[src/rtl/clause_literal_driver.sv]
// clause_literal_driver
// Brute-force assignment enumerator feeding a clause_evaluator. A programmable
// clause table (variable index + polarity per literal) is encoded against every
// assignment of NUM_VARS variables in turn. Bit = 1 means the literal is False.
// The search stops at the first assignment the evaluator reports as satisfying,
// or reports UNSAT after the last assignment has been checked.
module clause_literal_driver #(
   parameter int NUM_CLAUSES         = 16,
   parameter int NUM_VARS_PER_CLAUSE = 3,
   parameter int NUM_VARS            = 8,
   localparam int VAR_IDX_W   = (NUM_VARS > 1) ? $clog2(NUM_VARS) : 1,
   localparam int CLAUSE_W    = (NUM_CLAUSES > 1) ? $clog2(NUM_CLAUSES) : 1,
   localparam int LIT_W       = (NUM_VARS_PER_CLAUSE > 1) ? $clog2(NUM_VARS_PER_CLAUSE) : 1,
   localparam int INPUT_WIDTH = NUM_CLAUSES * NUM_VARS_PER_CLAUSE
) (
   input  logic                   clk,
   input  logic                   rst,
   input  logic                   cfg_we,
   input  logic [CLAUSE_W-1:0]    cfg_clause,
   input  logic [LIT_W-1:0]       cfg_lit,
   input  logic [VAR_IDX_W-1:0]   cfg_var,
   input  logic                   cfg_neg,
   input  logic                   start,
   output logic                   busy,
   output logic                   done,
   output logic                   sat,
   output logic [NUM_VARS-1:0]    assignment,
   output logic [INPUT_WIDTH-1:0] clauses_out,
   input  logic                   unsatisfied_in
);

   // One-bit-wider limits so the range checks work even when a count is a power of two.
   localparam logic [CLAUSE_W:0]  CLAUSE_LIMIT = NUM_CLAUSES[CLAUSE_W:0];
   localparam logic [LIT_W:0]     LIT_LIMIT    = NUM_VARS_PER_CLAUSE[LIT_W:0];
   localparam logic [VAR_IDX_W:0] VAR_LIMIT    = NUM_VARS[VAR_IDX_W:0];

   typedef enum logic [1:0] {
      S_IDLE  = 2'd0,
      S_DRIVE = 2'd1,
      S_CHECK = 2'd2,
      S_DONE  = 2'd3
   } state_t;

   state_t state, state_next;

   logic [VAR_IDX_W-1:0]   var_tbl [NUM_CLAUSES][NUM_VARS_PER_CLAUSE];
   logic                   neg_tbl [NUM_CLAUSES][NUM_VARS_PER_CLAUSE];
   logic [NUM_VARS-1:0]    counter;
   logic [INPUT_WIDTH-1:0] encoded;
   logic                   cfg_ok;

   // Table writes are accepted only outside a search and only for in-range fields.
   assign cfg_ok = cfg_we
                   && (state == S_IDLE || state == S_DONE)
                   && ({1'b0, cfg_clause} < CLAUSE_LIMIT)
                   && ({1'b0, cfg_lit}    < LIT_LIMIT)
                   && ({1'b0, cfg_var}    < VAR_LIMIT);

   assign busy = (state == S_DRIVE) || (state == S_CHECK);
   assign done = (state == S_DONE);

   // State register.
   always_ff @(posedge clk) begin
      // NOTE: clocked state uses non-blocking assignments so every register samples pre-edge values.
      if (rst) state <= S_IDLE;
      else     state <= state_next;
   end

   // Next-state logic: start only in IDLE, DONE lasts one cycle.
   always_comb begin
      // NOTE: default assigned first so no path leaves state_next unassigned (no latch).
      state_next = state;
      unique case (state)
         S_IDLE:  if (start) state_next = S_DRIVE;
         S_DRIVE: state_next = S_CHECK;
         S_CHECK: begin
            if (!unsatisfied_in || counter == '1) state_next = S_DONE;
            else                                  state_next = S_DRIVE;
         end
         S_DONE:  state_next = S_IDLE;
         default: state_next = S_IDLE;
      endcase
   end

   // Clause table: written from the cfg port; a write coinciding with start lands before the first encode.
   always_ff @(posedge clk) begin
      if (rst) begin
         // NOTE: the table is a small register file whose cleared contents are visible behaviour, so it is reset.
         for (int c = 0; c < NUM_CLAUSES; c++) begin
            for (int l = 0; l < NUM_VARS_PER_CLAUSE; l++) begin
               var_tbl[c][l] <= '0;
               neg_tbl[c][l] <= 1'b0;
            end
         end
      end else if (cfg_ok) begin
         var_tbl[cfg_clause][cfg_lit] <= cfg_var;
         neg_tbl[cfg_clause][cfg_lit] <= cfg_neg;
      end
   end

   // Encode the current assignment: 1 marks a literal that evaluates False.
   always_comb begin
      encoded = '0;
      for (int c = 0; c < NUM_CLAUSES; c++) begin
         for (int l = 0; l < NUM_VARS_PER_CLAUSE; l++) begin
            encoded[c*NUM_VARS_PER_CLAUSE + l] = neg_tbl[c][l] ?  counter[var_tbl[c][l]]
                                                               : ~counter[var_tbl[c][l]];
         end
      end
   end

   // Search datapath: enumeration counter, registered literal vector and result.
   always_ff @(posedge clk) begin
      if (rst) begin
         counter     <= '0;
         sat         <= 1'b0;
         assignment  <= '0;
         clauses_out <= '0;
      end else begin
         unique case (state)
            S_IDLE: begin
               if (start) begin
                  counter    <= '0;
                  sat        <= 1'b0;
                  assignment <= '0;
               end
            end
            S_DRIVE: clauses_out <= encoded;
            S_CHECK: begin
               // Termination is tested before incrementing, so the counter never wraps.
               if (!unsatisfied_in) begin
                  sat        <= 1'b1;
                  assignment <= counter;
               end else if (counter == '1) begin
                  sat        <= 1'b0;
                  assignment <= '0;
               end else begin
                  counter <= counter + 1'b1;
               end
            end
            default: ;
         endcase
      end
   end

endmodule

[config.mk]
export PLATFORM = sky130hd
export DESIGN_NAME = clause_literal_driver
export DESIGN_NICKNAME = d
export VERILOG_FILES = /design/src/rtl/clause_literal_driver.sv
export SDC_FILE = /design/constraint.sdc
export NUM_CORES = 1
export LEC_CHECK = 0
export CAP_MARGIN = 20
export CORE_MARGIN = 8
export CORE_UTILIZATION = 56
export CTS_BUF_LIST = sky130_fd_sc_hd__clkbuf_8
export DETAILED_ROUTE_END_ITERATION = 12
export PLACE_DENSITY = 0.87
export RECOVER_POWER = 100
export SETUP_SLACK_MARGIN = 0.1
export SYNTH_ARGS = -nofsm -noshare
export SYNTH_HDL_FRONTEND = slang
export SYNTH_SLANG_ARGS = --single-unit
[constraint.sdc]
create_clock -name clk -period 2 [get_ports clk]
set_input_delay 0.6 -clock clk [delete_from_list [all_inputs] [get_ports clk]]
set_output_delay 0.6 -clock clk [all_outputs]
set_load 0.02 [all_outputs]
==> results.cfg, run 1 <==
[outcome]
outcome = finished, violations left
violations = negative setup slack

[synthesis]
yosys_register_bits = 259
yosysWarningCount = 0
syn_area_mm2 = 0.01355
synth_edf_count = 192
syn_nets = 1066
synthCells = 1046
ys_seq_area_share_pct = 52.45
ys.flop_type = edfxtp_1
ys_async_sr_fraction_pct = 0
yosysUniqueCellTypes = 44
avgSynthCellArea_um2 = 12.95

[timing]
fin_ws_ns = -0.06812
worstMarginPinSlew_ns = 0.5105
setup_viol = 63
drv_slew = 0
fin_crit_ns = 2.068
hold_viol_final = 0
finClkSkew_ns = 0.03202
timing.slew.headroom_pct = 65.65
fmax_mhz = 483.5
rsz0062_at_grt = yes
period_share_pct = 103.4

[die]
io-pin-count = 74
die_width_um = 171.5
rows = 57
start_util_pct = 56.37
coreArea_mm2 = 0.02403
die-area_mm2 = 0.02943
chipHeight_um = 171.5

[setup_path]
arrival_ns = 2.33
cp.required_ns = 2.26
crit_type = reg -> reg
crit_path_end_kind = flip-flop
critPathLaunchType = flip-flop
critical_path.max_fanout = 7

[finish]
final_nets = 1210
final_util_pct = 70.84
fillers = 1474
syn_to_final_growth_pct = 25.65
regArea_mm2 = 0.007112
mostFrequentLayoutCells = edfxtp_1 (192), and2_1 (140), mux4_2 (91), buf_4 (80), dfxtp_1 (63)
drive_gt1_share_pct = 36.47
layout_commonest_cell = edfxtp_1
multiInputGateArea_mm2 = 0.006711
stdcell_count = 1549

[drt]
vias = 9579
final_antenna_net_count = 0
post-route-drc-count = 0
via_per_inst = 6.184
drtIter0Drc = 1043
drt_first_pass_iters = 5
routedWlPerCell_um = 23.11
routed_wl_mm = 35.80

[global_routing]
grtUsageTotal_pct = 22.96
grt_max_degree = 61
grt_pass1_vias = 9745
grt_pass1_wl_mm = 52.25
grt_antenna_before_repair = 3
grt_overflow = 0

[pwr]
p_leak_nw = 6.393
finalPower_w = 0.01353
power.density_mw_per_mm2 = 794.7
peakVddDrop_uv = 731.5

[clocking]
path_clk_slew_ns = 0.07
clockRootBuffer = clkbuf_8
cts_sinks = 259
tritoncts = yes
clockBufferDepth = 3
h-tree-depth = 2
cts_made_buffers = 43
clock_latency_ns = 0.57

[worst_hold_path]
worstHoldPathType = reg -> reg

[place]
hpwlAfterDp_mm = 18.98
port_buffers = 73
gp_congestion = 0.7782
dp.cells = 1451

[job]
maxCapViolCount = 0
cell families after synthesis:
family          count (synthesis)  share of synthesized area [%]
xor+xnor                       48                          3.103
simple gates                  400                          16.47
buf+inv                       101                          3.389
fa+ha+maj                       5                         0.4617
compound gates                 87                          4.322
mux                           146                          19.81
flops                         259                          52.45
worst max-delay path: stages, from the launching register on:
cell,delay [ns]
dfxtp_2,0.34
inv_2,0.05
ha_4,0.27
nor4b_4,0.25
buf_4,0.18
nand2_4,0.07
buf_12,0.18
buf_12,0.14
nor2_4,0.11
or2_4,0.16
power breakdown:
group	switching, W	internal, W
clock	0.00215	0.00257
sequential	0.000230	0.00616
combinational	0.00140	0.00102
total	0.00378	0.00975
registers in the layout (all words and copies together), names as in the netlist:
name	flops
clauses_out	48
counter	8
sat	1
state	2
var_tbl	144
assignment	8
neg_tbl	48
stage by stage:
| stage | instance area, um^2 | setup slack (ns) | hold WS (ns) | TNS, ns |
|---|---|---|---|---|
| global route | 17030 | -0.1053 | 0.4943 | -6.365 |
| global placement | 15360 | -0.4441 | 0.4679 | -112.86 |
| floorplan | 13770 | 0.07557 | 0.4981 | 0 |
| CTS | 16670 | -0.04920 | 0.4527 | -0.04920 |
| finish | 17030 | -0.06812 | 0.4786 | -2.245 |
| detailed placement | 15360 | -0.5448 | 0.4700 | -127.72 |
cell usage after synthesis (2+ instances only):
cell type    n  area (um^2)
nand3_1      6        30.03
mux2_2       2        22.52
inv_1        4        15.01
and3_1       8        50.05
buf_2       10        50.05
mux4_1       5        131.4
o21ai_0     13        65.06
nor4_1       5        31.28
ha_1         5        62.56
or3_1        5        31.28
and2_1     185         1157
or4_1        2        15.01
nand2_1     24        90.09
clkbuf_1    77        289.0
dfxtp_1     67         1341
o31ai_1      2        15.01
nor2b_1      6        37.54
xnor2_1     48        420.4
or2_2       47        294.0
nand4_1      5        31.28
nor2_1      92        345.3
edfxtp_1   192         5766
nand2b_1     2        12.51
and3b_1      2        17.52
a21oi_1     16        80.08
mux4_2      91         2049
mux2i_1     48        480.5
a21o_1       2        15.01
nor3_1       4        20.02
buf_6        9        101.4
nor4_2       2        25.02
a211oi_1    48        360.4
cell type report:
type	instances	area share [%]
Multi-Input combinational cell	686	39.42
Clock inverter	31	1.279
Clock buffer	47	3.800
Antenna cell	2	0.02940
Sequential cell	259	41.77
Tap cell	324	2.381
Timing Repair Buffer	196	11.23
Inverter	4	0.08819
final timing paths:
path / from / end / slack (ns) / cells past startpoint
worst max-delay path: state[1] / var_tbl[2][0] / -0.07 / 9
worst min-delay path: clauses_out[0] / clauses_out[0] / 0.48 / 2
worst max register to register: state[1] / var_tbl[2][0] / -0.07 / 9
worst min register to register: clauses_out[0] / clauses_out[0] / 0.48 / 2
metal layers:
layer | vias up | GRT usage (%) | wire length, um
li1 | 4137 | - | -
met1 | 4716 | 26.92 | 12790
met2 | 594 | 40.82 | 18130
met3 | 130 | 4.131 | 3363
met4 | 2 | 9.905 | 1497
met5 | - | 0 | 15
what timing repair did:
item                       CTS  global route
buffers inserted             5            11
cloned                       1             1
hold buffers                 0             0
resized for setup          192            81
setup endpoints to repair  189           357
pin swaps                   49            40
Power figures use the tool's default switching activity.
==> run 2: changes to the inputs <==
Settings changed: CORE_UTILIZATION 56 to 62, PLACE_DENSITY 0.87 to 0.91.
Clock period 2 ns to 2.3 ns, I/O delays scaled along.
==> results.cfg, run 2 (same netlist as run 1, synthesis figures left out) <==
[clocking]
clockBufferDepth = 3
clockRootBuffer = clkbuf_8
clock_latency_ns = 0.55
path_clk_slew_ns = 0.06
cts_sinks = 259
h-tree-depth = 2
ctsHoldBuffers = 0
cts_made_buffers = 43
tritoncts = yes

[die]
io-pin-count = 74
start_util_pct = 62.67
coreArea_mm2 = 0.02162
chipHeight_um = 163.8
die-area_mm2 = 0.02684
die_width_um = 163.8
rows = 54

[drt]
via_per_inst = 6.208
routed_wl_mm = 32.15
vias = 9157
routedWlPerCell_um = 21.80
drtIter0Drc = 805
final_antenna_net_count = 0
post-route-drc-count = 0
drt_first_pass_iters = 5

[finish]
final_nets = 1181
diodes = 0
layout_commonest_cell = edfxtp_1
final_area_mm2 = 0.01562
stdcell_count = 1475
regArea_mm2 = 0.007107
regMostFlops = var_tbl
syn_to_final_growth_pct = 15.25
mostFrequentLayoutCells = edfxtp_1 (192), and2_1 (177), mux4_2 (91), nor2_1 (90), buf_4 (70)
top_regs = var_tbl x144, clauses_out x48, neg_tbl x48
fillers = 1381
drive_gt1_share_pct = 24.02
largest_reg_flops = 144
multiInputGateArea_mm2 = 0.006077

[place]
gp_congestion = 0.8069
port_buffers = 73
placed_cell_area_mm2 = 0.01502
hpwlAfterDp_mm = 18.48
dp.cells = 1395
dp_slack_ns = -0.3734

[timing]
worstMarginPinSlew_ns = 0.8500
period_share_pct = 94.92
rsz0062_at_grt = no
fin_ws_ns = 0.1169
hold_viol_final = 0
finClkSkew_ns = 0.01533
fin_crit_ns = 2.183
fmax_mhz = 458.1
timing.slew.headroom_pct = 43.34
drv_slew = 0
setup_viol = 0

[global_routing]
grt_antenna_before_repair = 0
grt_overflow = 0
grt_pass1_wl_mm = 50.27
grt_pass1_vias = 9562
grt_max_degree = 105
grtUsageTotal_pct = 24.16

[setup_path]
critPathBufInv = 3
arrival_ns = 2.44
cp.required_ns = 2.55
cp_slowest_cell = dfxtp_1
crit_type = reg -> reg
max_stage_delay_ns = 0.33
crit_path_end_kind = flip-flop
critical_path.max_fanout = 16
critPathLaunchType = flip-flop
path_cells = inv_1, ha_4, nor4b_2, buf_4, nand2b_1, buf_6, nor4_4, or2_4
cp_top_family = simple AND/OR/NAND/NOR gates

[job]
maxCapViolCount = 0

[worst_hold_path]
worstHoldPathType = reg -> reg

[pwr]
finalPower_w = 0.01106
peakVddDrop_uv = 487.7
power.density_mw_per_mm2 = 708.4
p_leak_nw = 5.805

[outcome]
outcome = finished, final reports clean
[run 2: what timing repair did]
item                                    CTS  global route
gates resized for setup                  43            41
pin swaps                                 0             2
endpoints found under the setup margin  111           195
buffers inserted                          0             1
[run 2: worst paths after layout]
path	from	end	slack [ns]	cells after the start
setup / recovery	state[1]	var_tbl[12][6]	0.12	8
hold / removal	assignment[3]	assignment[3]	0.48	2
hold reg to reg	assignment[3]	assignment[3]	0.48	2
setup reg to reg	state[1]	var_tbl[12][6]	0.12	8
[run 2: metal layers]
layer | share of wire (%) | global-route usage, % | up-vias
li1 | - | - | 4075
met1 | 35 | 27.60 | 4491
met2 | 53 | 43.65 | 493
met3 | 8.5 | 4.511 | 98
met4 | 3.3 | 10.41 | 0
met5 | 0 | 0 | -
[run 2: area by class of cell]
cell class / instances / area share, %
inverters: 4 / 0.09615
flip-flops and latches: 259 / 45.51
clock buffers: 48 / 4.231
multi-input cells: 686 / 38.92
clock inverters: 31 / 0.7532
well taps: 280 / 2.244
repair buffers: 167 / 8.245
[run 2: power breakdown]
group	internal, W	leakage, nW	switching [W]	total [W]
Clock	0.00190	0.467	0.00181	0.00371
Combinational	0.000676	2.81	0.00112	0.00180
Sequential	0.00535	2.53	0.000198	0.00555
[run 2: metrics by stage]
stage                     TNS (ns)  hold WS, ns  util, %
after global placement      -47.92       0.4673    69.45
after CTS                        0       0.4829    72.95
after global routing             0       0.4964    72.22
after floorplan                  0       0.5141        -
final                            0       0.4774    72.22
after detailed placement    -66.86       0.4756    69.45
[run 2: worst min-delay path: stages, from the launching register on]
cell and delay [ns]:
dfxtp_1 0.31, o21ai_0 0.06, a21oi_1 0.06
==> run 3: changes to the inputs <==
Settings changed: CORE_MARGIN 8 to unset.
==> results.cfg, run 3 (same netlist as run 1, synthesis figures left out) <==
[outcome]
outcome = finished, final reports clean

[global_routing]
grtUsageTotal_pct = 29.78
grt_max_degree = 107
grt_pass1_wl_mm = 50.16
grt_antenna_before_repair = 2
grt_pass1_vias = 9648
grt_overflow = 0

[finish]
regArea_mm2 = 0.007108
final_nets = 1190
mostFrequentLayoutCells = edfxtp_1 (192), and2_1 (115), nor2_1 (92), mux4_2 (91), clkbuf_1 (81)
largest_reg_flops = 144
multiInputGateArea_mm2 = 0.006046
layout_commonest_cell = edfxtp_1
syn_to_final_growth_pct = 15.45
fillers = 1313
top_regs = var_tbl x144, clauses_out x48, neg_tbl x48
drive_gt1_share_pct = 21.70
final_area_mm2 = 0.01564
regMostFlops = var_tbl

[setup_path]
crit_type = in -> reg
critPathLaunchType = input port
arrival_ns = 2.66
crit_path_end_kind = flip-flop
cp.required_ns = 2.72
max_stage_delay_ns = 0.63
r2r-end = var_tbl[9][0]
critical_path.max_fanout = 5
rr_worst_depth = 9
cp_slowest_cell = dlygate4sd3_1
critPathBufInv = 3
r2r_setup_slack_ns = 0.07
path_cells = dlygate4sd3_1, buf_4, nor2b_1, nand2_1, nor2_1, clkbuf_1, and2_1
cp_top_family = buffers and inverters
r2r_start = state[1]

[clocking]
h-tree-depth = 2
tritoncts = yes
path_clk_slew_ns = 0.06
clockRootBuffer = clkbuf_8
clock_latency_ns = 0.56
cts_made_buffers = 43
ctsHoldBuffers = 0
clockBufferDepth = 3
cts_sinks = 259

[drt]
via_per_inst = 6.354
vias = 9404
drtIter0Drc = 1152
routed_wl_mm = 33.20
post-route-drc-count = 0
final_antenna_net_count = 0
drt_first_pass_iters = 5
routedWlPerCell_um = 22.43

[die]
die-area_mm2 = 0.02245
chipHeight_um = 149.8
start_util_pct = 63.85
io-pin-count = 74
rows = 53
die_width_um = 149.8
coreArea_mm2 = 0.02122

[worst_hold_path]
min_from = clauses_out[4]
hold_end = clauses_out[4]
hold_depth = 2
worstHoldPathType = reg -> reg

[pwr]
p_leak_nw = 5.636
peakVddDrop_uv = 458.9
power.density_mw_per_mm2 = 728.2

[place]
hpwlAfterDp_mm = 18.71
port_buffers = 73
gp_congestion = 0.8053
placed_cell_area_mm2 = 0.01513
dp_slack_ns = -0.3811

[timing]
fmax_mhz = 446.1
hold_viol_final = 0
finClkSkew_ns = 0.01596
worstMarginPinSlew_ns = 0.6696
setup_viol = 0
rsz0062_at_grt = no
fin_crit_ns = 2.241
drv_slew = 0
timing.slew.headroom_pct = 55.36
period_share_pct = 97.46
fin_ws_ns = 0.05853

[job]
maxCapViolCount = 0
run 3: cell count changes in the layout (fill, tap and decap cells not counted), moves of 3 or more:
| cell | before | now |
|---|---|---|
| clkinv_2 | 1 | 4 |
| clkinv_1 | 11 | 8 |
| nor4_1 | 2 | 5 |
| buf_12 | 9 | 17 |
| and2_1 | 177 | 115 |
| dlygate4sd2_1 | 29 | 22 |
| nor4_2 | 3 | 0 |
| buf_4 | 70 | 33 |
| and2_0 | 8 | 70 |
| clkbuf_1 | 40 | 81 |
| inv_1 | 23 | 17 |
run 3: what timing repair did:
item	in CTS	in global routing
endpoints found under the setup margin	28	171
setup buffers	0	2
pin swaps	0	3
resized for setup	30	47
run 3: through the flow:
stage,hold WS (ns),std cells,utilization (%),total power (W),TNS (ns)
2_1_floorplan,0.5141,1046,-,0.006772,0
5_1_grt,0.5051,1480,73.71,0.01178,0
4_1_cts,0.4849,1476,75.17,0.01147,0
3_5_place_dp,0.4746,1398,71.31,0.007615,-69.03
3_3_place_gp,0.4656,1398,71.31,0.007537,-42.17
6_report,0.4836,1480,73.71,0.01139,0
run 3: worst max-delay path by stage:
| stage | from | cells past startpoint | end | slack [ns] |
|---|---|---|---|---|
| after floorplan | state[1] | 8 | neg_tbl[10][2] | 0.11 |
| after global placement | cfg_lit[0] | 7 | var_tbl[12][6] | -0.28 |
| after detailed placement | cfg_lit[0] | 7 | var_tbl[3][6] | -0.38 |
| after CTS | state[0] | 3 | busy | 0.09 |
| after global routing | state[1] | 9 | var_tbl[9][0] | 0.01 |
| final | cfg_clause[2] | 7 | var_tbl[9][0] | 0.06 |
run 3: layout make-up:
class / instances / share of cell area [%]
Antenna cell: 2 / 0.03199
Clock buffer: 49 / 4.311
Clock inverter: 29 / 1.064
Inverter: 4 / 0.09598
Multi-Input combinational cell: 686 / 38.65
Sequential cell: 259 / 45.44
Tap cell: 275 / 2.200
Timing Repair Buffer: 176 / 8.207
run 3: power breakdown:
part	internal [W]	switching, W	leakage (nW)
clock network	0.00217	0.00184	0.489
registers	0.00536	0.000201	2.53
logic	0.000690	0.00114	2.62
total	0.00821	0.00318	5.64
run 3: worst min-delay path: stages (launching register included):
cell and delay, ns:
dfxtp_1 0.31, nor2_1 0.08, a211oi_1 0.05
run 3: metal layers:
| layer | GRT usage (%) | up-vias | part of all wire, % |
|---|---|---|---|
| li1 | - | 4087 | - |
| met5 | 0.2273 | - | 0 |
| met3 | 5.671 | 124 | 8.6 |
| met2 | 52.36 | 538 | 51 |
| met4 | 14.39 | 0 | 4.3 |
| met1 | 35.10 | 4655 | 36 |
